`src/rtl/pipe_hazard_ctrl.sv`:
```
// pipe_hazard_ctrl: scoreboard-based issue/stall/flush sequencer for a 5-stage pipeline.
// Optional stall statistics counter enabled by defining PIPE_STALL_STATS_EN.
module pipe_hazard_ctrl #(
    parameter int REG_AW = 5,
    parameter int WB_LAT = 3,
    parameter int MC_LAT = 8
) (
    input  logic              clk,
    input  logic              reset,
    input  logic              id_valid,
    input  logic [REG_AW-1:0] id_rs1,
    input  logic [REG_AW-1:0] id_rs2,
    input  logic [REG_AW-1:0] id_rd,
    input  logic              id_we,
    input  logic              id_mc,
    input  logic              br_taken,
    output logic              issue,
    output logic              stall_if,
    output logic              stall_id,
    output logic              flush_id,
    output logic              flush_ex,
    output logic              mc_busy,
    output logic [15:0]       stall_cnt
);
    localparam int NR = 2 ** REG_AW;
    localparam int SW = $clog2((WB_LAT > MC_LAT ? WB_LAT : MC_LAT) + 1);
    localparam int MW = $clog2(MC_LAT) < 3 ? 3 : $clog2(MC_LAT);

    typedef enum logic {IDLE, MC_RUN} state_t;

    state_t          state_q, state_d;
    logic [MW-1:0]   mc_left_q, mc_left_d;
    logic [SW-1:0]   sb_q [NR];
    logic [SW-1:0]   sb_d [NR];
    logic            hazard;

    // no bypass network: a register is unreadable until its counter drains to zero
    assign hazard = id_valid && ((id_rs1 != '0 && sb_q[id_rs1] != '0) ||
                                 (id_rs2 != '0 && sb_q[id_rs2] != '0));

    assign issue    = !reset && id_valid && !hazard && state_q == IDLE && !br_taken;
    assign stall_id = !reset && !br_taken && (state_q == MC_RUN || hazard);
    assign stall_if = stall_id;
    assign flush_id = reset || (br_taken && state_q == IDLE);
    assign flush_ex = flush_id;
    assign mc_busy  = state_q == MC_RUN;

    always_comb begin
        for (int r = 0; r < NR; r++)
            sb_d[r] = (r != 0 && issue && id_we && id_rd == REG_AW'(r)) ?
                      (id_mc ? SW'(MC_LAT) : SW'(WB_LAT)) :
                      (sb_q[r] != '0 ? sb_q[r] - 1'b1 : sb_q[r]);
    end

    always_comb begin
        state_d   = state_q == IDLE ? ((issue && id_mc) ? MC_RUN : IDLE)
                                    : (mc_left_q == MW'(1) ? IDLE : MC_RUN);
        mc_left_d = state_q == IDLE ? ((issue && id_mc) ? MW'(MC_LAT - 1) : mc_left_q)
                                    : mc_left_q - 1'b1;
    end

    always_ff @(posedge clk) begin
        if (reset) begin
            state_q   <= IDLE;
            mc_left_q <= '0;
            sb_q      <= '{default: '0};
        end else begin
            state_q   <= state_d;
            mc_left_q <= mc_left_d;
            sb_q      <= sb_d;
        end
    end

`ifdef PIPE_STALL_STATS_EN
    logic [15:0] stall_cnt_q, stall_cnt_d;

    assign stall_cnt_d = (stall_id && stall_cnt_q != 16'hFFFF) ? stall_cnt_q + 16'd1 : stall_cnt_q;

    always_ff @(posedge clk) begin
        if (reset) stall_cnt_q <= 16'h0;
        else       stall_cnt_q <= stall_cnt_d;
    end

    assign stall_cnt = stall_cnt_q;
`else
    assign stall_cnt = 16'h0;
`endif

endmodule
```
`config.mk`:
```
export PLATFORM = sky130hd
export DESIGN_NAME = pipe_hazard_ctrl
export DESIGN_NICKNAME = d
export VERILOG_FILES = /design/src/rtl/pipe_hazard_ctrl.sv
export SDC_FILE = /design/constraint.sdc
export NUM_CORES = 1
export LEC_CHECK = 0
export BUFFER_PORTS_ARGS = -buffer_cell sky130_fd_sc_hd__buf_2
export CORE_MARGIN = 4
export CORE_UTILIZATION = 39
export CTS_CLUSTER_DIAMETER = 40
export DETAILED_ROUTE_END_ITERATION = 6
export GPL_TIMING_DRIVEN = 0
export PLACE_DENSITY = 0.51
export SLEW_MARGIN = 40
export SYNTH_ARGS = -nofsm -noshare
export SYNTH_HDL_FRONTEND = slang
export SYNTH_SLANG_ARGS = --single-unit
```
`constraint.sdc`:
```
create_clock -name clk -period 3.7 [get_ports clk]
set_input_delay 0.74 -clock clk [delete_from_list [all_inputs] [get_ports clk]]
set_output_delay 0.74 -clock clk [all_outputs]
set_load 0.02 [all_outputs]
```
==> qor.csv, run 1 <==
stage,metric,value,unit
run_status,status,"finished, final reports clean",
pwr,powerDensity,868,nW/um^2
global_routing,grt_first_pass_wirelength,40500,um
finish,fin_util,46.0,%
synthesis,yosysUniqueCellTypes,63,
timing,tns,0,ps
synthesis,synth-edff-count,0,
timing,rsz0062_at_grt,yes,
worst_setup_path,start_kind,primary input,
global_routing,use_met1,27.5,%
synthesis,netlist.top_cell.by_area,dfxtp_1,
global_routing,antenna_found_initial,0,
synthesis,synthTopCellsByArea,"dfxtp_1, ha_1, nor2_1",
synthesis,yosysWarnings,0,
timing,max_slew.worst_pin.slew,757,ps
placement,dp_worst_setup_slack,-585,ps
placement,routabilityCongestion,0.858,
global_routing,met3_usage,4.72,%
synthesis,synth.avg_cell_area,8.57,um^2
global_routing,grt_pass1_vias,7321,
synthesis,async_reset_ff_share,0,%
clock_network,htree_levels,4,
pwr,p_seq_share,29.1,%
routing,drtIter0Drc,505,
global_routing,track_usage,20.0,%
routing,first_pass_iters,5,
pwr,p_sw_share,41.4,%
routing,vias,7650,
floorplanning,die_area,25800,um^2
synthesis,syn_area,9090,um^2
worst_setup_path,rr_worst_depth,9,
placement,place_area,9650,um^2
routing,wirelength,25600,um
worst_setup_path,path_cells,buf_2 > buf_2 > nor4_1 > a31oi_1 > a221oi_1 > a311o_1 > and3_4 > buf_12 > and3_4 > buf_6,
worst_setup_path,worstSetupPathType,in -> out,
timing,slew_viol_final,0,
global_routing,grt.busiest_layer,met2,
worst_setup_path,cpMaxStageDelayCell,a221oi_1,
timing,setup_violations,0,
routing,wl_per_cell,17.7,um
floorplanning,io_pins,43,
worst_setup_path,cp_top_family,simple AND/OR/NAND/NOR gates,
global_routing,gr-usage-met2,31.7,%
synthesis,yosysTopAreaCellShare,29.1,%
timing,fmax,0.275,GHz
worst_setup_path,crit_fanout,19,
finish,stdcell_area,10500,um^2
worst_setup_path,required,2960,ps
finish,n_antenna_cell,0,
pwr,p_total,9090,uW
clock_network,clock_path_buffers,2,
timing,setup_ws,57.8,ps
clock_network,cts_sinks,132,
timing,slew_headroom,49.1,%
pwr,intPower,5330,uW
finish,syn2layout_area_growth,15.2,%
min_path,min_path_type,reg -> reg,
pwr,ir_drop,361,uV
timing,hold_viol_final,0,
worst_setup_path,r2r-start,sb_q[19]$_SDFFE_PP0P_,
global_routing,grt_overflow,0,
timing,clock_skew,11.2,ps
clock_network,cts_root_buf,clkbuf_16,
placement,hpwl,19000,um
timing,layout_min_cycle_time,3640,ps
synthesis,ys_ff_latch,132,
min_path,hold_start,sb_q[126]$_SDFFE_PP0P_,
pwr,pwr-share-clk,19.5,%
worst_setup_path,ff2ff_setup_slack,570,ps
synthesis,synth_cells,1061,
pwr,combinationalPowerShare,51.4,%
clock_network,cts_tree,done,
pwr,p_leak,0.00416,uW
worst_setup_path,reg2reg_to,sb_q[52]$_SDFFE_PP0P_,
routing,final_antenna_net_count,0,
floorplanning,start_util,39.9,%
min_path,worstHoldEndpoint,sb_q[126]$_SDFFE_PP0P_,
finish,fin_nets,1204,
worst_setup_path,critPathMaxStageDelay,400,ps
clock_network,worst_skew_pair.late_latency,440,ps
clock_network,numCtsBuffers,17,
timing,layout_worst_path_cycle_share,98.4,%
floorplanning,fp.dieW,161,um
finish,drive_gt1_share,17.4,%
synthesis,synthFlopType,dfxtp_1,
worst_setup_path,critPathBufInv,4,
min_path,hold_depth,2,
finish,fillers,2267,
clock_network,holdBufCountCts,0,
routing,via_per_inst,5.30,
placement,portBuffers,20,
clock_network,cts.clk_slew.worst_paths,60,ps
worst_setup_path,cp_data_arrival_time,2900,ps
run,cap_violations,0,
routing,drcViolationCount,0,
synthesis,synthTopCellsByCount,"dfxtp_1, nor2_1, inv_1",
floorplanning,core,22800,um^2
synthesis,ys_seq_area_share,29.1,%
floorplanning,fp.dieH,161,um
global_routing,grt_max_degree,20,
worst_setup_path,crit_path_end_kind,output pin,
synthesis,yosysMostFrequentCell,dfxtp_1,
pwr,netSwitchingPower,3760,uW
floorplanning,rows,55,
-- worst max path at each step --
stage | slack, ps | depth (start not counted) | to | start
2_1_floorplan | 70 | 9 | stall_if | id_rs2[0]
3_3_place_gp | -610 | 9 | stall_if | id_rs2[0]
3_5_place_dp | -590 | 10 | issue | id_rs1[1]
4_1_cts | 0.9 | 8 | issue | sb_q[20]$_SDFFE_PP0P_
5_1_grt | -20 | 8 | issue | sb_q[19]$_SDFFE_PP0P_
6_report | 60 | 10 | issue | id_rs2[0]
-- state kept, by name (all words and copies together) (netlist names) --
register   count
mc_left_q      3
mc_busy        1
sb_q         128
-- metrics by stage --
| stage | instances | hold WS [ps] |
|---|---|---|
| global placement | 1409 | 485 |
| floorplan | 1076 | 465 |
| global route | 1444 | 526 |
| detailed placement | 1409 | 486 |
| finish | 1444 | 492 |
| CTS | 1443 | 497 |
-- worst register-to-register path: stages, from the launching register on --
cell	delay, ps
dfxtp_2	330
or4_4	550
mux4_2	520
nor2_2	130
a2bb2oi_2	210
nand3_4	140
buf_4	190
buf_6	180
nor3_4	390
mux2_1	360
-- per-layer routing --
metal	part of all wire (%)	wire (um)
met5	0	0
met1	48	12300
met3	5.2	1340
met2	45	11500
met4	2.0	508
-- what timing repair did --
action | CTS | global route
gates cloned | 0 | 0
setup buffers | 3 | 2
resized for setup | 36 | 25
endpoints found under the setup margin | 3 | 4
pin swaps | 5 | 11
-- final cells by class --
cell class                      instances  area (um^2)  share of cell area, %
Buffer                                 63          382                   3.64
Tap cell                              313          392                   3.74
Clock inverter                         13          159                   1.52
Timing Repair Buffer                   25          146                   1.40
Multi-Input combinational cell        809         6040                   57.7
Inverter                               70          265                   2.53
Sequential cell                       132         2650                   25.3
Clock buffer                           19          443                   4.23
-- cell usage in the layout (no fill, tap or decap), types with 32 or more instances in the layout --
cell	count
ha_1	65
dfxtp_1	130
a21oi_1	54
nor3_1	54
mux2i_1	37
or2_2	32
xnor2_1	49
nand2_1	44
nor2_1	111
inv_1	69
mux2_1	38
-- kinds of logic after synthesis --
logic type,count (synthesis),synth area share [%]
compound gates,130,9.59
xor+xnor,62,5.97
fa+ha+maj,65,8.95
buf+inv,135,6.63
flops,132,29.1
mux,92,11.9
other cells,1,0.0412
simple gates,444,27.9
-- power by group through the flow --
stage	clock network (uW)	logic (uW)	registers (uW)
floorplan	0	3690	2490
global placement	0	4430	2640
detailed placement	0	4480	2630
CTS	1800	4650	2630
global route	1860	5310	2740
finish	1770	4670	2650
Note: power is estimated with default switching activity, not from simulation.
==> run 2: changes to the inputs <==
--- a/config.mk
+++ b/config.mk
@@ -5,13 +5,14 @@
 export SDC_FILE = /design/constraint.sdc
 export NUM_CORES = 1
 export LEC_CHECK = 0
-export BUFFER_PORTS_ARGS = -buffer_cell sky130_fd_sc_hd__buf_2
+export BUFFER_PORTS_ARGS = -buffer_cell sky130_fd_sc_hd__buf_4
 export CORE_MARGIN = 4
 export CORE_UTILIZATION = 39
 export CTS_CLUSTER_DIAMETER = 40
 export DETAILED_ROUTE_END_ITERATION = 6
 export GPL_TIMING_DRIVEN = 0
 export PLACE_DENSITY = 0.51
+export SETUP_SLACK_MARGIN = 0.05
 export SLEW_MARGIN = 40
 export SYNTH_ARGS = -nofsm -noshare
 export SYNTH_HDL_FRONTEND = slang
==> run 2 against run 1 <==
Net effect: critical path depth is 1 higher; combinational power is 2% higher; sequential share of layout area is 0.23 points lower; die area stayed put; clock skew is 1.9 ps higher; cell count is 0.55% higher; sequential power hardly changed; cell area is 0.96% higher; highest routed layer unchanged; non-clock buffer count is 8 higher; largest cell class unchanged.
==> qor.csv, run 2 (synthesis gave the netlist of run 1 again) <==
stage,metric,value,unit,change
run_status,status,"finished, final reports clean",,
finish,largest_reg_flops,128,,unchanged
floorplanning,fp.dieW,161,um,unchanged
clock_network,cts_root_buf,clkbuf_16,,
clock_network,holdBufCountCts,0,,unchanged
floorplanning,io_pins,43,,unchanged
global_routing,grt_overflow,0,,unchanged
finish,n_antenna_cell,0,,unchanged
worst_setup_path,start_kind,primary input,,
min_path,hold_start,sb_q[126]$_SDFFE_PP0P_,,
worst_setup_path,path_cells,buf_2 > buf_2 > nor4_1 > a31oi_1 > a221oi_1 > a311o_1 > and3_4 > buf_6 > buf_8 > and3_4 > buf_6,,
timing,tns,0,ps,unchanged
worst_setup_path,cp_data_arrival_time,2890,ps,about the same
floorplanning,core,22800,um^2,unchanged
timing,clock_skew,13.1,ps,+1.86 ps
floorplanning,rows,55,,unchanged
placement,dp_worst_setup_slack,-605,ps,-19.7 ps
global_routing,antenna_found_initial,0,,unchanged
timing,layout_min_cycle_time,3630,ps,-8.01 ps
worst_setup_path,required,2960,ps,about the same
routing,wirelength,25700,um,+0.51%
clock_network,cts.clk_slew.worst_paths,60,ps,about the same
timing,setup_violations,0,,unchanged
worst_setup_path,crit_fanout,10,,-9
clock_network,clock_path_buffers,2,,unchanged
worst_setup_path,cpMaxStageDelayCell,a221oi_1,,
global_routing,grt_first_pass_wirelength,41100,um,+1.4%
global_routing,track_usage,20.1,%,+0.11 points
floorplanning,fp.dieH,161,um,unchanged
floorplanning,die_area,25800,um^2,unchanged
placement,hpwl,19100,um,+0.38%
pwr,p_leak,0.00421,uW,+1.2%
finish,fin_nets,1212,,+0.66%
clock_network,numCtsBuffers,17,,unchanged
timing,fmax,0.275,GHz,+0.22%
min_path,min_path_type,reg -> reg,,
pwr,ir_drop,358,uV,-0.97%
timing,rsz0062_at_grt,yes,,
clock_network,cts_tree,done,,
timing,layout_worst_path_cycle_share,98.2,%,-0.22 points
pwr,powerDensity,858,nW/um^2,-1.2%
routing,first_pass_iters,6,,+1
timing,slew_viol_final,0,,unchanged
timing,slew_headroom,43.8,%,-5.3 points
run,cap_violations,0,,unchanged
routing,drtIter0Drc,489,,-3.2%
finish,final_common_cell,dfxtp_1,,
routing,wl_per_cell,17.7,um,about the same
finish,layout_common_cells,"dfxtp_1, nor2_1, inv_1",,
finish,drive_gt1_share,18.1,%,+0.67 points
finish,syn2layout_area_growth,16.3,%,
worst_setup_path,worstSetupPathType,in -> out,,
routing,drcViolationCount,0,,unchanged
worst_setup_path,r2r-start,sb_q[21]$_SDFFE_PP0P_,,
clock_network,htree_levels,4,,unchanged
routing,vias,7648,,-0.026%
clock_network,cts_sinks,132,,unchanged
timing,setup_ws,65.8,ps,+8.01 ps
floorplanning,start_util,39.9,%,unchanged
placement,routabilityCongestion,0.888,,+3.5%
worst_setup_path,critPathMaxStageDelay,430,ps,+30 ps
worst_setup_path,crit_path_end_kind,output pin,,
routing,final_antenna_net_count,0,,unchanged
timing,max_slew.worst_pin.slew,842,ps,+84.9 ps
finish,largest-register,sb_q,,
worst_setup_path,crit_start,id_rs2[0],,
global_routing,grt_pass1_vias,7374,,+0.72%
clock_network,worst_skew_pair.late_latency,430,ps,about the same
placement,portBuffers,20,,unchanged
pwr,p_total,9070,uW,-0.23%
timing,hold_viol_final,0,,unchanged
routing,via_per_inst,5.27,,-0.58%
global_routing,grt_max_degree,17,,-15%
==> run 2: final timing paths <==
check                            to  slack [ps]  depth (start not counted)
min          sb_q[126]$_SDFFE_PP0P_         500                          2
max reg2reg   sb_q[49]$_SDFFE_PP0P_         610                          9
max                           issue          70                         11
min reg2reg  sb_q[126]$_SDFFE_PP0P_         500                          2
==> run 2: report_power, final <==
| part | total (uW) | switching, uW | internal, uW |
|---|---|---|---|
| Combinational | 4750 | 2490 | 2270 |
| Sequential | 2640 | 610 | 2030 |
| Clock | 1670 | 696 | 978 |
| Total | 9070 | 3790 | 5280 |
==> run 2: area by class of cell <==
type / count / area, um^2
Multi-Input combinational cell: 809 / 6050
Buffer: 65 / 409
Clock buffer: 21 / 470
Sequential cell: 132 / 2650
Fill cell: 2258 / 12200
Inverter: 70 / 265
Timing Repair Buffer: 31 / 240
Tap cell: 313 / 392
Clock inverter: 11 / 104
==> run 2: what timing repair did <==
| action | CTS | global route |
|---|---|---|
| pin swaps | 7 | 4 |
| resized for setup | 45 | 18 |
| buffers inserted | 7 | 4 |
| setup endpoints to repair | 3 | 4 |
==> run 2: routing by layer <==
metal / share of wire, % / global-route usage (%) / vias to the layer above
met2: 45 / 31.9 / 160
li1: - / - / 3867
met5: 0 / 0 / -
met3: 5.2 / 4.36 / 24
met4: 1.5 / 4.77 / 0
met1: 49 / 28.1 / 3597
==> run 2: critical path: cells and delay by family <==
kind	cells	cell delay, ps
and+or+nand+nor	3	640
AOI/OAI and AO/OA	3	790
buffers and inverters	5	710
==> run 2: metrics by stage <==
step	utilization, %	cell area (um^2)	cells	hold slack [ps]
floorplan	-	9150	1076	465
global placement	42.6	9700	1409	491
detailed placement	42.6	9700	1409	488
CTS	46.1	10500	1448	500
global route	46.4	10600	1452	531
finish	46.4	10600	1452	495
